$ cat src/rtl/ps2_keyboard_tx_if.sv
// Producer-side byte handshake into the PS/2 keyboard transmitter.
// Ports: tx_data (scan code), tx_valid (producer offers), tx_ready (FIFO not full).
// master = byte producer, slave = transmitter.
interface ps2_keyboard_tx_if;
    logic [7:0] tx_data;
    logic       tx_valid;
    logic       tx_ready;

    modport master (output tx_data, output tx_valid, input  tx_ready);
    modport slave  (input  tx_data, input  tx_valid, output tx_ready);
endinterface

$ cat src/rtl/ps2_keyboard_tx.sv
// Device-side PS/2 transmitter: queued scan-code bytes sent as 11-bit frames (start, 8 data LSB first, odd parity, stop).
// Latency: byte pushed into an empty FIFO at edge E0 shows its start bit after E0+1; frame is 22*CLK_DIV clocks.
// Backpressure: tx_ready = !full from the registered count; ports clk, clrn, tx (slave), ps2_clk, ps2_data, busy, fifo_count.
module ps2_keyboard_tx #(
    parameter int CLK_DIV  = 8,
    parameter int FIFO_AW  = 2,
    parameter int GAP_BITS = 2
) (
    input  logic              clk,
    input  logic              clrn,
    ps2_keyboard_tx_if.slave  tx,
    output logic              ps2_clk,
    output logic              ps2_data,
    output logic              busy,
    output logic [FIFO_AW:0]  fifo_count
);
    localparam int DEPTH   = 1 << FIFO_AW;
    localparam int BIT_CYC = 2 * CLK_DIV;
    localparam int GAP_CYC = GAP_BITS * BIT_CYC;
    localparam int CNT_MAX = (GAP_CYC > BIT_CYC) ? GAP_CYC : BIT_CYC;
    localparam int CNT_W   = $clog2(CNT_MAX);

    localparam logic [CNT_W-1:0] HALF     = CNT_W'(CLK_DIV);
    localparam logic [CNT_W-1:0] BIT_LAST = CNT_W'(BIT_CYC - 1);
    localparam logic [CNT_W-1:0] GAP_LAST = CNT_W'((GAP_CYC > 0) ? GAP_CYC - 1 : 0);
    localparam logic [FIFO_AW:0] FULL_CNT = (FIFO_AW + 1)'(DEPTH);

    typedef enum logic [1:0] {IDLE, SEND, GAP} state_t;

    // ---------------- FIFO ----------------
    logic [7:0]         mem_q [DEPTH];
    logic [FIFO_AW-1:0] wr_ptr_q, rd_ptr_q;
    logic [FIFO_AW:0]   count_q;
    logic               push, pop;
    logic [7:0]         head;

    // Ready looks only at the registered count, so a same-cycle pop never raises it.
    assign tx.tx_ready = (count_q != FULL_CNT);
    assign push        = tx.tx_valid && tx.tx_ready;
    assign head        = mem_q[rd_ptr_q];

    always_ff @(posedge clk) begin
        if (push) mem_q[wr_ptr_q] <= tx.tx_data;
    end

    always_ff @(posedge clk or negedge clrn) begin
        if (!clrn) begin
            wr_ptr_q <= '0;
            rd_ptr_q <= '0;
            count_q  <= '0;
        end else begin
            if (push) wr_ptr_q <= wr_ptr_q + 1'b1;
            if (pop)  rd_ptr_q <= rd_ptr_q + 1'b1;
            case ({push, pop})
                2'b10:   count_q <= count_q + 1'b1;
                2'b01:   count_q <= count_q - 1'b1;
                default: count_q <= count_q;
            endcase
        end
    end

    // ---------------- Frame FSM ----------------
    state_t           state_q, state_d;
    logic [CNT_W-1:0] div_q, div_d, div_inc;
    logic [3:0]       bit_idx_q, bit_idx_d;
    logic [10:0]      shift_q, shift_d;
    logic             ps2_clk_q, ps2_clk_d;
    logic             ps2_data_q, ps2_data_d;

    assign div_inc = div_q + 1'b1;

    always_ff @(posedge clk or negedge clrn) begin
        if (!clrn) begin
            state_q    <= IDLE;
            div_q      <= '0;
            bit_idx_q  <= '0;
            shift_q    <= '1;
            ps2_clk_q  <= 1'b1;
            ps2_data_q <= 1'b1;
        end else begin
            state_q    <= state_d;
            div_q      <= div_d;
            bit_idx_q  <= bit_idx_d;
            shift_q    <= shift_d;
            ps2_clk_q  <= ps2_clk_d;
            ps2_data_q <= ps2_data_d;
        end
    end

    always_comb begin
        state_d    = state_q;
        div_d      = div_q;
        bit_idx_d  = bit_idx_q;
        shift_d    = shift_q;
        ps2_clk_d  = ps2_clk_q;
        ps2_data_d = ps2_data_q;
        pop        = 1'b0;

        case (state_q)
            IDLE: begin
                ps2_clk_d  = 1'b1;
                ps2_data_d = 1'b1;
                if (count_q != '0) begin
                    pop        = 1'b1;
                    // bit0 = start, bits1..8 = data, bit9 = odd parity, bit10 = stop
                    shift_d    = {1'b1, ~^head, head, 1'b0};
                    ps2_data_d = 1'b0;
                    div_d      = '0;
                    bit_idx_d  = '0;
                    state_d    = SEND;
                end
            end
            SEND: begin
                if (div_q == BIT_LAST) begin
                    // Bit boundary: clock returns high together with the new data bit,
                    // so data never moves while the clock is low.
                    div_d     = '0;
                    ps2_clk_d = 1'b1;
                    if (bit_idx_q == 4'd10) begin
                        ps2_data_d = 1'b1;
                        state_d    = (GAP_BITS == 0) ? IDLE : GAP;
                    end else begin
                        bit_idx_d  = bit_idx_q + 1'b1;
                        shift_d    = {1'b1, shift_q[10:1]};
                        ps2_data_d = shift_q[1];
                    end
                end else begin
                    div_d     = div_inc;
                    // Register the level for the next divider value: low in the second half.
                    ps2_clk_d = (div_inc < HALF);
                end
            end
            GAP: begin
                ps2_clk_d  = 1'b1;
                ps2_data_d = 1'b1;
                if (div_q == GAP_LAST) begin
                    div_d   = '0;
                    state_d = IDLE;
                end else begin
                    div_d = div_inc;
                end
            end
            default: state_d = IDLE;
        endcase
    end

    assign ps2_clk    = ps2_clk_q;
    assign ps2_data   = ps2_data_q;
    assign busy       = (state_q != IDLE) || (count_q != '0);
    assign fifo_count = count_q;
endmodule

$ cat src/flat_wrapper.sv
// flat-port wrapper written by rule: the top's interface ports become plain ports
module ps2_keyboard_tx_flat 
#(
    parameter int CLK_DIV  = 8,
    parameter int FIFO_AW  = 2,
    parameter int GAP_BITS = 2
)
  (clk, clrn, ps2_clk, ps2_data, busy, fifo_count, tx_tx_data, tx_tx_valid, tx_tx_ready);
  ps2_keyboard_tx_if tx_i ();
  input  logic clk;
  input  logic clrn;
  output logic ps2_clk;
  output logic ps2_data;
  output logic busy;
  output logic [FIFO_AW:0] fifo_count;
  input wire logic [$bits(tx_i.tx_data)-1:0] tx_tx_data;
  input wire logic [$bits(tx_i.tx_valid)-1:0] tx_tx_valid;
  output wire logic [$bits(tx_i.tx_ready)-1:0] tx_tx_ready;
  assign tx_i.tx_data = tx_tx_data;
  assign tx_i.tx_valid = tx_tx_valid;
  assign tx_tx_ready = tx_i.tx_ready;
  ps2_keyboard_tx #(.CLK_DIV(CLK_DIV), .FIFO_AW(FIFO_AW), .GAP_BITS(GAP_BITS)) u_core (.clk(clk), .clrn(clrn), .tx(tx_i), .ps2_clk(ps2_clk), .ps2_data(ps2_data), .busy(busy), .fifo_count(fifo_count));
endmodule
$ cat config.mk
export PLATFORM = sky130hd
export DESIGN_NAME = ps2_keyboard_tx_flat
export DESIGN_NICKNAME = d
export VERILOG_FILES = /design/src/rtl/ps2_keyboard_tx_if.sv /design/src/rtl/ps2_keyboard_tx.sv /design/src/flat_wrapper.sv
export SDC_FILE = /design/constraint.sdc
export NUM_CORES = 1
export LEC_CHECK = 0
export BUFFER_PORTS_ARGS = -buffer_cell sky130_fd_sc_hd__buf_2
export CORE_MARGIN = 4
export CORE_UTILIZATION = 50
export DETAILED_ROUTE_END_ITERATION = 12
export PLACE_DENSITY = 0.71
export SYNTH_ARGS = -nofsm -noshare
export SYNTH_HDL_FRONTEND = slang
export SYNTH_SLANG_ARGS = --single-unit
$ cat constraint.sdc
create_clock -name clk -period 1.87 [get_ports clk]
set_clock_uncertainty 0.05 [all_clocks]
set_input_delay 0.374 -clock clk [delete_from_list [all_inputs] [get_ports clk]]
set_output_delay 0.374 -clock clk [all_outputs]
set_load 0.01 [all_outputs]
## Yosys cells after proc, flatten, opt, wreduce, memory -nomap -nowiden

Memory sizes are Yosys's and may differ from the RTL's.
Cells that the tools add are included.

- $add $sub $neg: 6
- $lt $le $gt $ge: 1
- Equality and inequality tests: 13
- Multiplexer cells: 28
- Reduce and logical (&&, ||, !) cells: 15

Operators by type and width:

| kind | number |
|---|---|
| 11-bit two-way mux | 3 |
| 11-bit case mux with 2 select lines | 1 |
| 5-bit two-way mux | 3 |
| 5-bit case mux with 3 select lines | 1 |
| 4-bit two-way mux | 3 |
| 1-bit two-way mux | 8 |
| 2-bit two-way mux | 4 |
| 2-bit by 1-bit inequality test with 1-bit output, second input constant | 4 |
| 4-bit case mux with 2 select lines | 1 |
| 4-bit AND reduction | 2 |
| 2-bit nonzero test | 4 |
| 8-bit XNOR reduction | 1 |
| 2-bit case mux with 3 select lines | 1 |
| 3-bit case mux with 2 select lines | 1 |
| 3-bit nonzero test | 2 |
| 5-bit by 1-bit adder with 5-bit output, second input constant | 1 |
| 5-bit by 4-bit equality test with 1-bit output, second input constant | 1 |
| 5-bit equality test, second input constant | 1 |
| 5-bit by 4-bit less-than comparator with 1-bit output, second input constant | 1 |
| 2-bit by 1-bit adder with 2-bit output, second input constant | 2 |
| 4-bit by 1-bit adder with 4-bit output, second input constant | 1 |
| 2-bit by 1-bit equality test with 1-bit output, second input constant | 2 |
| 2-bit equality test, second input constant | 2 |
| 4-bit equality test, second input constant | 1 |
| other kinds (11) | 12 |

- Bits in registers: 31
- Bits in writable memories: 32
- Bits of input ports: 11
- Output and inout port bits: 7
- Logic and storage cells: 73
- Memories: 1

Memory list:

| name | depth | width | rd ports | clocked after memory_dff | write ports | RTL line | source |
|---|---|---|---|---|---|---|---|
| u_core.mem_q | 4 | 8 | 1 | 0 | 1 | ps2_keyboard_tx.sv:31 | `logic [7:0] mem_q [DEPTH];` |

## Longest topological paths before layout

Gate-level depths: netlist of the first run.

- Depth in word-level cells: 5
- Gate-level depth with buffers: 10
- Mapped depth without buffers: 10

## Worst setup path before layout of the first run

Ideal clock, no wire load.

- Kind: flip-flop to flip-flop
- Start point: register u_core.count_q[0] (netlist: u_core.fifo_count[0])
- End point: register u_core.count_q[2] (netlist: u_core.fifo_count[2])
- Setup time: 79 ps
- Data arrival time: 2002 ps
- Data required time: 1741 ps
- Path slack: -261 ps
- Stages on the path, launching flop included: 11
- Path buffers: 0
- Period minus slack after synthesis: 2131 ps
- Path through: dfrtp_1 > inv_1 > nand3_1 > and2_1 > inv_1 > ha_1 > inv_1 > fa_1 > xor2_1 > nor2_1 > xor2_1

- Elaborated cells on any way between the ends: 11
- Classes of those cells: add/sub: 2; eq/ne: 3; mux: 3; reduce/logical: 3

RTL lines:

| element | RTL line | source |
|---|---|---|
| start, declared | ps2_keyboard_tx.sv:33 | `logic [FIFO_AW:0] count_q;` |
| start signal, assigned | ps2_keyboard_tx.sv:55 | `2'b10: count_q <= count_q + 1'b1;` |
| start signal, assigned | ps2_keyboard_tx.sv:56 | `2'b01: count_q <= count_q - 1'b1;` |
| start signal, assigned | ps2_keyboard_tx.sv:57 | `default: count_q <= count_q;` |
| 3-bit inequality test (*) | ps2_keyboard_tx.sv:38 | `assign tx.tx_ready = (count_q != FULL_CNT);` |
| via tx_tx_ready | flat_wrapper.sv:18 | `output wire logic [$bits(tx_i.tx_ready)-1:0] tx_tx_ready;` |
| 1-bit logical AND (*) | ps2_keyboard_tx.sv:39 | `assign push = tx.tx_valid && tx.tx_ready;` |
| 2-bit by 1-bit equality test with 1-bit output / 2-bit equality test (equally long branches) | ps2_keyboard_tx.sv:54 | `case ({push, pop})` |
| 3-bit case mux with 2 select lines / 2-bit nonzero test (equally long branches) | - |  |

The timed path passes the listed nets; every way through them passes the cells marked *.
A chain may end at the register's enable or synchronous reset.

## Final worst setup path of the first run

- Start point: register u_core.state_q[0]
- End point: register u_core.div_q[3]

- Word-level cells in the longest chain between the ends: 3
- Elaborated cells on any way between the ends: 7
- Classes of those cells: eq/ne: 3; mux: 1; reduce/logical: 3

RTL lines:

| element | RTL line | source |
|---|---|---|
| start, declared | ps2_keyboard_tx.sv:63 | `state_t state_q, state_d;` |
| start signal, assigned | ps2_keyboard_tx.sv:81 | `state_q <= state_d;` |
| 2-bit by 1-bit equality test with 1-bit output (tied with other cells) | ps2_keyboard_tx.sv:99 | `case (state_q)` |
| 3-bit nonzero test (no source line) / 2-bit by 1-bit inequality test with 1-bit output (equally long branches) | - |  |
| 2-bit AND reduction (no source line) | - |  |
| end signal, assigned | ps2_keyboard_tx.sv:82 | `div_q <= div_d;` |
| end, declared | ps2_keyboard_tx.sv:64 | `logic [CNT_W-1:0] div_q, div_d, div_inc;` |

Parallel ways exist; a longest one is shown, timed or not.

==> results of run 1 <==
==> cells by family (layout without fill, tap and decap cells) <==
kind of cell               count (synthesis)  in the layout  share of synthesized area
DFF                                       61             61                      0.588
and+or+nand+nor                           58             58                      0.103
AOI/OAI and AO/OA                         30             30                     0.0558
buffers and inverters                     22             90                     0.0350
muxes                                     18             18                      0.106
adders and majority gates                 15             15                     0.0675
xor gates and xnor gates                  15             15                     0.0454
==> stage by stage <==
step	power [mW]	worst slack, ns	setup TNS (ns)	util	cell area, sq um
final	6.86	-0.0496	-0.0675	0.670	3730
after global routing	7.29	-0.141	-0.495	0.670	3730
after CTS	6.47	-0.0368	-0.112	0.645	3590
after detailed placement	4.91	-0.335	-3.24	0.592	3300
after global placement	4.81	-0.195	-1.93	0.592	3300
after floorplan	4.07	-0.0550	-0.129	-	2940
==> per-layer routing <==
layer / vias up / share of wire / GRT usage
met2: 22 / 0.51 / 0.260
li1: 906 / - / -
met4: 0 / 0.012 / 0.0526
met1: 899 / 0.45 / 0.208
met3: 6 / 0.030 / 0.0454
met5: - / 0 / 0
==> layout by cell type, fill, tap and decap left out, types with 9 or more instances in the layout <==
cell type	count
buf_4	39
clkbuf_8	9
nand2_1	12
edfxtp_1	32
ha_1	10
buf_2	17
dfrtp_1	14
a21oi_1	15
dfstp_2	11
nor2_1	16
==> where the power goes <==
group          leakage (nW)  internal [mW]  switching (mW)
logic                 0.803           1.80            1.59
registers             0.637           1.91           0.245
clock network         0.106          0.757           0.558
total                  1.55           4.47            2.39
==> final cells by class <==
type,count,area [sq um],area share
well taps,72,90.1,0.0241
repair buffers,59,434,0.116
clock inverters,7,97.6,0.0261
clock buffers,9,124,0.0332
inverters,15,61.3,0.0164
flip-flops and latches,61,1710,0.457
multi-input cells,136,1220,0.327
==> worst max path at each step <==
stage / end / slack [ns] / cells past startpoint
global placement: u_core.bit_idx_q[0] / -0.20 / 6
detailed placement: u_core.bit_idx_q[0] / -0.34 / 6
floorplan: u_core.fifo_count[2] / -0.05 / 10
global route: u_core.div_q[3] / -0.14 / 8
CTS: u_core.div_q[3] / -0.04 / 8
finish: u_core.div_q[3] / -0.05 / 8
==> cell usage after synthesis <==
library cell   n
a21o_1         1
a21oi_1       16
a31oi_1        1
a32oi_1        1
and2_1         1
and3_1         4
and4b_1        1
buf_1          1
buf_2          1
buf_6          1
clkbuf_1       3
clkbuf_8       1
dfrtp_1       18
dfstp_2       11
edfxtp_1      32
fa_1           1
ha_1          14
inv_1         15
mux2_2         2
mux2i_1        8
mux4_1         6
mux4_2         2
nand2_1       12
nand2b_1       2
nand3_1        6
nand3b_1       2
nand4_1        1
nor2_1        17
nor2b_1        1
nor3_1         5
nor3b_1        1
nor4_1         1
nor4b_2        1
o21ai_0       10
o2bb2ai_1      1
or2_1          1
or2_2          1
or4b_1         1
xnor2_1       12
xor2_1         3
==> registers in the layout, summed over array words and instances (netlist names), 2 cells and up <==
name and flops:
u_core.rd_ptr_q 2, u_core.fifo_count 3, u_core.mem_q 32, u_core.state_q 2
u_core.wr_ptr_q 2, u_core.shift_q 9, u_core.div_q 5, u_core.bit_idx_q 4
==> repair_timing <==
| item | in CTS | in global routing |
|---|---|---|
| gates resized for setup | 18 | 18 |
| hold endpoints to repair | 0 | 0 |
| setup endpoints to repair | 17 | 19 |
| pin swaps | 8 | 12 |
| gates cloned | 0 | 1 |
| buffers inserted | 6 | 5 |
==> results.json, run 1 <==
{
  "final_layout_size_suffix_gt1_frac": 0.453,
  "die-height_um": 84.0,
  "rsz0062_at_grt": "yes",
  "die_w_um": 84.0,
  "wl_per_cell_um": 15.4,
  "fin_nets": 308,
  "dp_hpwl_um": 3520,
  "clock_latency_ns": 0.34,
  "grt_usage": 0.161,
  "max_freq_ghz": 0.521,
  "setup_viol": 3,
  "ir_worst_vdd_mv": 1.13,
  "antenna_cells": 0,
  "syn_area_sq_um": 2890,
  "cts.clk_slew.worst_paths_ns": 0.07,
  "cp.required_ns": 2.10,
  "grt_pass1_vias": 1846,
  "dp.cells": 331,
  "clockBufferDepth": 2,
  "min_period_ns": 1.92,
  "grt_max_degree": 30,
  "reg2reg_slack_ns": -0.05,
  "crit_path_end_kind": "flip-flop",
  "min_path_type": "in2async",
  "final_cells": 359,
  "ant_nets": 0,
  "routed_wl_um": 5550,
  "path_delay_family": "simple AND/OR/NAND/NOR gates",
  "antenna_found_initial": 0,
  "hold_buffers": 0,
  "tritoncts": "built",
  "synth_seq_cells": 61,
  "yosysWarnings": 0,
  "cpPeakStageDelay_ns": 0.54,
  "hold_ws_ns": -0.00182,
  "syn_nets": 245,
  "r2r_end": "u_core.div_q[3]",
  "dr.pass1.iters": 4,
  "root_buffer": "clkbuf_8",
  "postLayoutSetupSlackWorst_ns": -0.0496,
  "crit_path_start_kind": "flip-flop",
  "synth_cell_types": 40,
  "status": "finished, violations left",
  "ioPinCount": 18,
  "crit_path_start": "u_core.state_q[0]",
  "cp_num_buf_inv": 2,
  "worstPathMaxFanout": 3,
  "syn_to_final_growth_pct": 29.1,
  "portBuffers": 17,
  "p_per_area_nw_per_um2": 1840,
  "hold_violations": 2,
  "gp_congestion": 0.759,
  "violations": "negative hold slack, negative setup slack",
  "synthCells": 219,
  "vias": 1833,
  "rows": 27,
  "maxSlewHeadroom": 0.576,
  "worst_path_max_delay_cell": "or4b_4",
  "drv_cap": 0,
  "grt_pass1_wl_um": 8870,
  "design.core.area_sq_um": 5570,
  "htree_num_levels": 3,
  "synth_top_area_cell": "edfxtp_1",
  "crit_chain": "inv_2, ha_4, nor4b_4, buf_4, or2_1, or4b_4, a21oi_2, a21o_1",
  "path_class": "reg2reg",
  "start_util": 0.519,
  "synth_area_leaders": "edfxtp_1 33%, dfrtp_1 16%, dfstp_2 10%, ha_1 6.1%, mux4_1 5.5%",
  "final_max_slew_viol_count": 0,
  "cts-buffers-inserted": 9,
  "seq_area_frac_synth": 0.588,
  "timing.rr.start": "u_core.state_q[0]",
  "arrival_ns": 2.15,
  "worstMarginPinSlew_ns": 0.636,
  "route.detailed.drc": 0,
  "syn_area_per_cell_sq_um": 13.2,
  "grt-ovfl-total": 0,
  "p_leak_nw": 1.55,
  "synth_top_area_share": 0.332,
  "fillers": 381,
  "fp.dieArea_sq_um": 7060,
  "initialDrtViolationCount": 62,
  "clock_sink_count": 61,
  "period_share": 1.03,
  "rr_worst_depth": 8,
  "avgViaCountPerCell": 5.11
}
No activity file was read; power rests on OpenSTA's default activity.
==> run 2, diff against run 1 <==
PLACE_DENSITY = 0.69   (was 0.71)
clock period = 1.88 ns   (was 1.87 ns; I/O delays follow)
==> results.json, run 2 (synthesis gave the netlist of run 1 again) <==
{
  "status": "finished, violations left",
  "violations": "negative setup slack",
  "power_frac_seq": 0.317,
  "multiInputGateArea_sq_um": 1180,
  "clockBufferDepth": 2,
  "grt_pass1_wl_um": 9050,
  "grt_pass1_vias": 1910,
  "design.core.area_sq_um": 5570,
  "routed_wl_um": 5470,
  "fin_nets": 309,
  "clock_latency_ns": 0.34,
  "root_buffer": "clkbuf_8",
  "crit_path_start_kind": "flip-flop",
  "fillers": 396,
  "final_cell_mix": "41 x buf_4, 32 x edfxtp_1, 17 x buf_2",
  "final_layout_size_suffix_gt1_frac": 0.438,
  "internal-power_mw": 4.46,
  "ioPinCount": 18,
  "antenna_found_initial": 0,
  "min_period_ns": 1.94,
  "dr.pass1.iters": 6,
  "maxSlewHeadroom": 0.554,
  "grt_util_met2": 0.263,
  "grt_usage": 0.165,
  "top_usage_layer": "met2",
  "clock_sink_count": 61,
  "antenna_cells": 0,
  "cts-buffers-inserted": 9,
  "p_per_area_nw_per_um2": 1820,
  "layout_commonest_cell": "buf_4",
  "hold_buffers": 0,
  "die-height_um": 84.0,
  "switching_share": 0.341,
  "min_path_type": "in2async",
  "portBuffers": 17,
  "finalInstanceArea_sq_um": 3720,
  "drv_cap": 0,
  "ir_worst_vdd_mv": 1.25,
  "route.detailed.drc": 0,
  "grt-ovfl-total": 0,
  "hold_ws_ns": 0.0108,
  "max_freq_ghz": 0.517,
  "postLayoutSetupSlackWorst_ns": -0.0552,
  "crit_path_end_kind": "flip-flop",
  "hold_violations": 0,
  "netSwitchingPower_mw": 2.31,
  "rr_worst_depth": 8,
  "dp.cells": 333,
  "comb_power_share": 0.470,
  "rsz0062_at_grt": "yes",
  "top_register": "u_core.mem_q",
  "arrival_ns": 2.17,
  "worstMarginPinSlew_ns": 0.669,
  "placed_cell_area_sq_um": 3320,
  "vias": 1839,
  "grt_use_met3": 0.0424,
  "met1_usage": 0.212,
  "setup_viol": 4,
  "rows": 27,
  "htree_num_levels": 3,
  "final_max_slew_viol_count": 0,
  "tritoncts": "built",
  "period_share": 1.03,
  "worstPathMaxFanout": 4,
  "grt_max_degree": 30,
  "path_class": "reg2reg",
  "p_leak_nw": 1.55,
  "pwr-share-clk": 0.212,
  "top_regs": "u_core.mem_q: 32 flops, u_core.shift_q: 9 flops, u_core.div_q: 5 flops",
  "initialDrtViolationCount": 93,
  "seq_area_sq_um": 1710,
  "ant_nets": 0,
  "die_w_um": 84.0,
  "cp.required_ns": 2.11,
  "dp_hpwl_um": 3560,
  "fp.dieArea_sq_um": 7060,
  "wl_per_cell_um": 15.2,
  "avgViaCountPerCell": 5.11,
  "final_cells": 360,
  "cts.clk_slew.worst_paths_ns": 0.07,
  "start_util": 0.519,
  "finalSetupTns_ns": -0.118,
  "pre_cts_ws_ns": -0.278,
  "syn_to_final_growth_pct": 28.6,
  "gp_congestion": 0.759,
  "largest_reg_flops": 32
}
run 2: timing repair:
action                     4_1_cts  5_1_grt
setup endpoints to repair       16       18
gates resized for setup         10       18
pin swaps                        2        6
buffers inserted                 2        8
cloned                           0        1
run 2: cell type report:
| cell class | instances | share of cell area |
|---|---|---|
| multi-input combinational | 136 | 0.317 |
| sequential | 61 | 0.459 |
| clock buffer | 9 | 0.0333 |
| timing repair buffer | 60 | 0.118 |
| clock inverter | 7 | 0.0323 |
| inverter | 15 | 0.0165 |
| tap | 72 | 0.0242 |
run 2: final timing paths:
check	slack, ns	from	to
setup / recovery	-0.06	u_core.state_q[0]	u_core.div_q[3]
hold / removal	0.01	clrn	u_core.state_q[1]
setup reg to reg	-0.06	u_core.state_q[0]	u_core.div_q[3]
hold reg to reg	0.41	u_core.ps2_clk	u_core.ps2_clk
max in group asynchronous	1.30	clrn	u_core.rd_ptr_q[0]
min in group clk	0.19	tx_tx_data[2]	u_core.mem_q[0][2]
run 2: through the flow:
step           total power [mW]   util
5_1_grt                    7.23  0.667
4_1_cts                    6.43  0.643
3_5_place_dp               4.89  0.595
2_1_floorplan              4.05      -
6_report                   6.78  0.667
3_3_place_gp               4.80  0.595
run 2: power by group through the flow:
stage / registers (mW) / logic, mW / clock network (mW)
CTS: 2.13 / 2.85 / 1.46
floorplan: 2.12 / 1.92 / 0
detailed placement: 2.14 / 2.74 / 0
global route: 2.19 / 3.51 / 1.53
global placement: 2.13 / 2.68 / 0
finish: 2.15 / 3.19 / 1.44
run 2: worst max-delay path, cell delays in order (launching register included):
cell and delay [ns]:
dfrtp_1 0.37, inv_2 0.06, ha_4 0.17, nor4b_4 0.13, buf_4 0.14, or2_1 0.23, or4b_4 0.52, a21oi_2 0.12
a21o_1 0.09
run 2: routing by layer:
| layer | wire length [um] | share of wire | vias to the layer above |
|---|---|---|---|
| li1 | - | - | 914 |
| met1 | 2460 | 0.45 | 881 |
| met2 | 2730 | 0.50 | 32 |
| met3 | 156 | 0.029 | 12 |
| met4 | 124 | 0.023 | 0 |
| met5 | 0 | 0 | - |
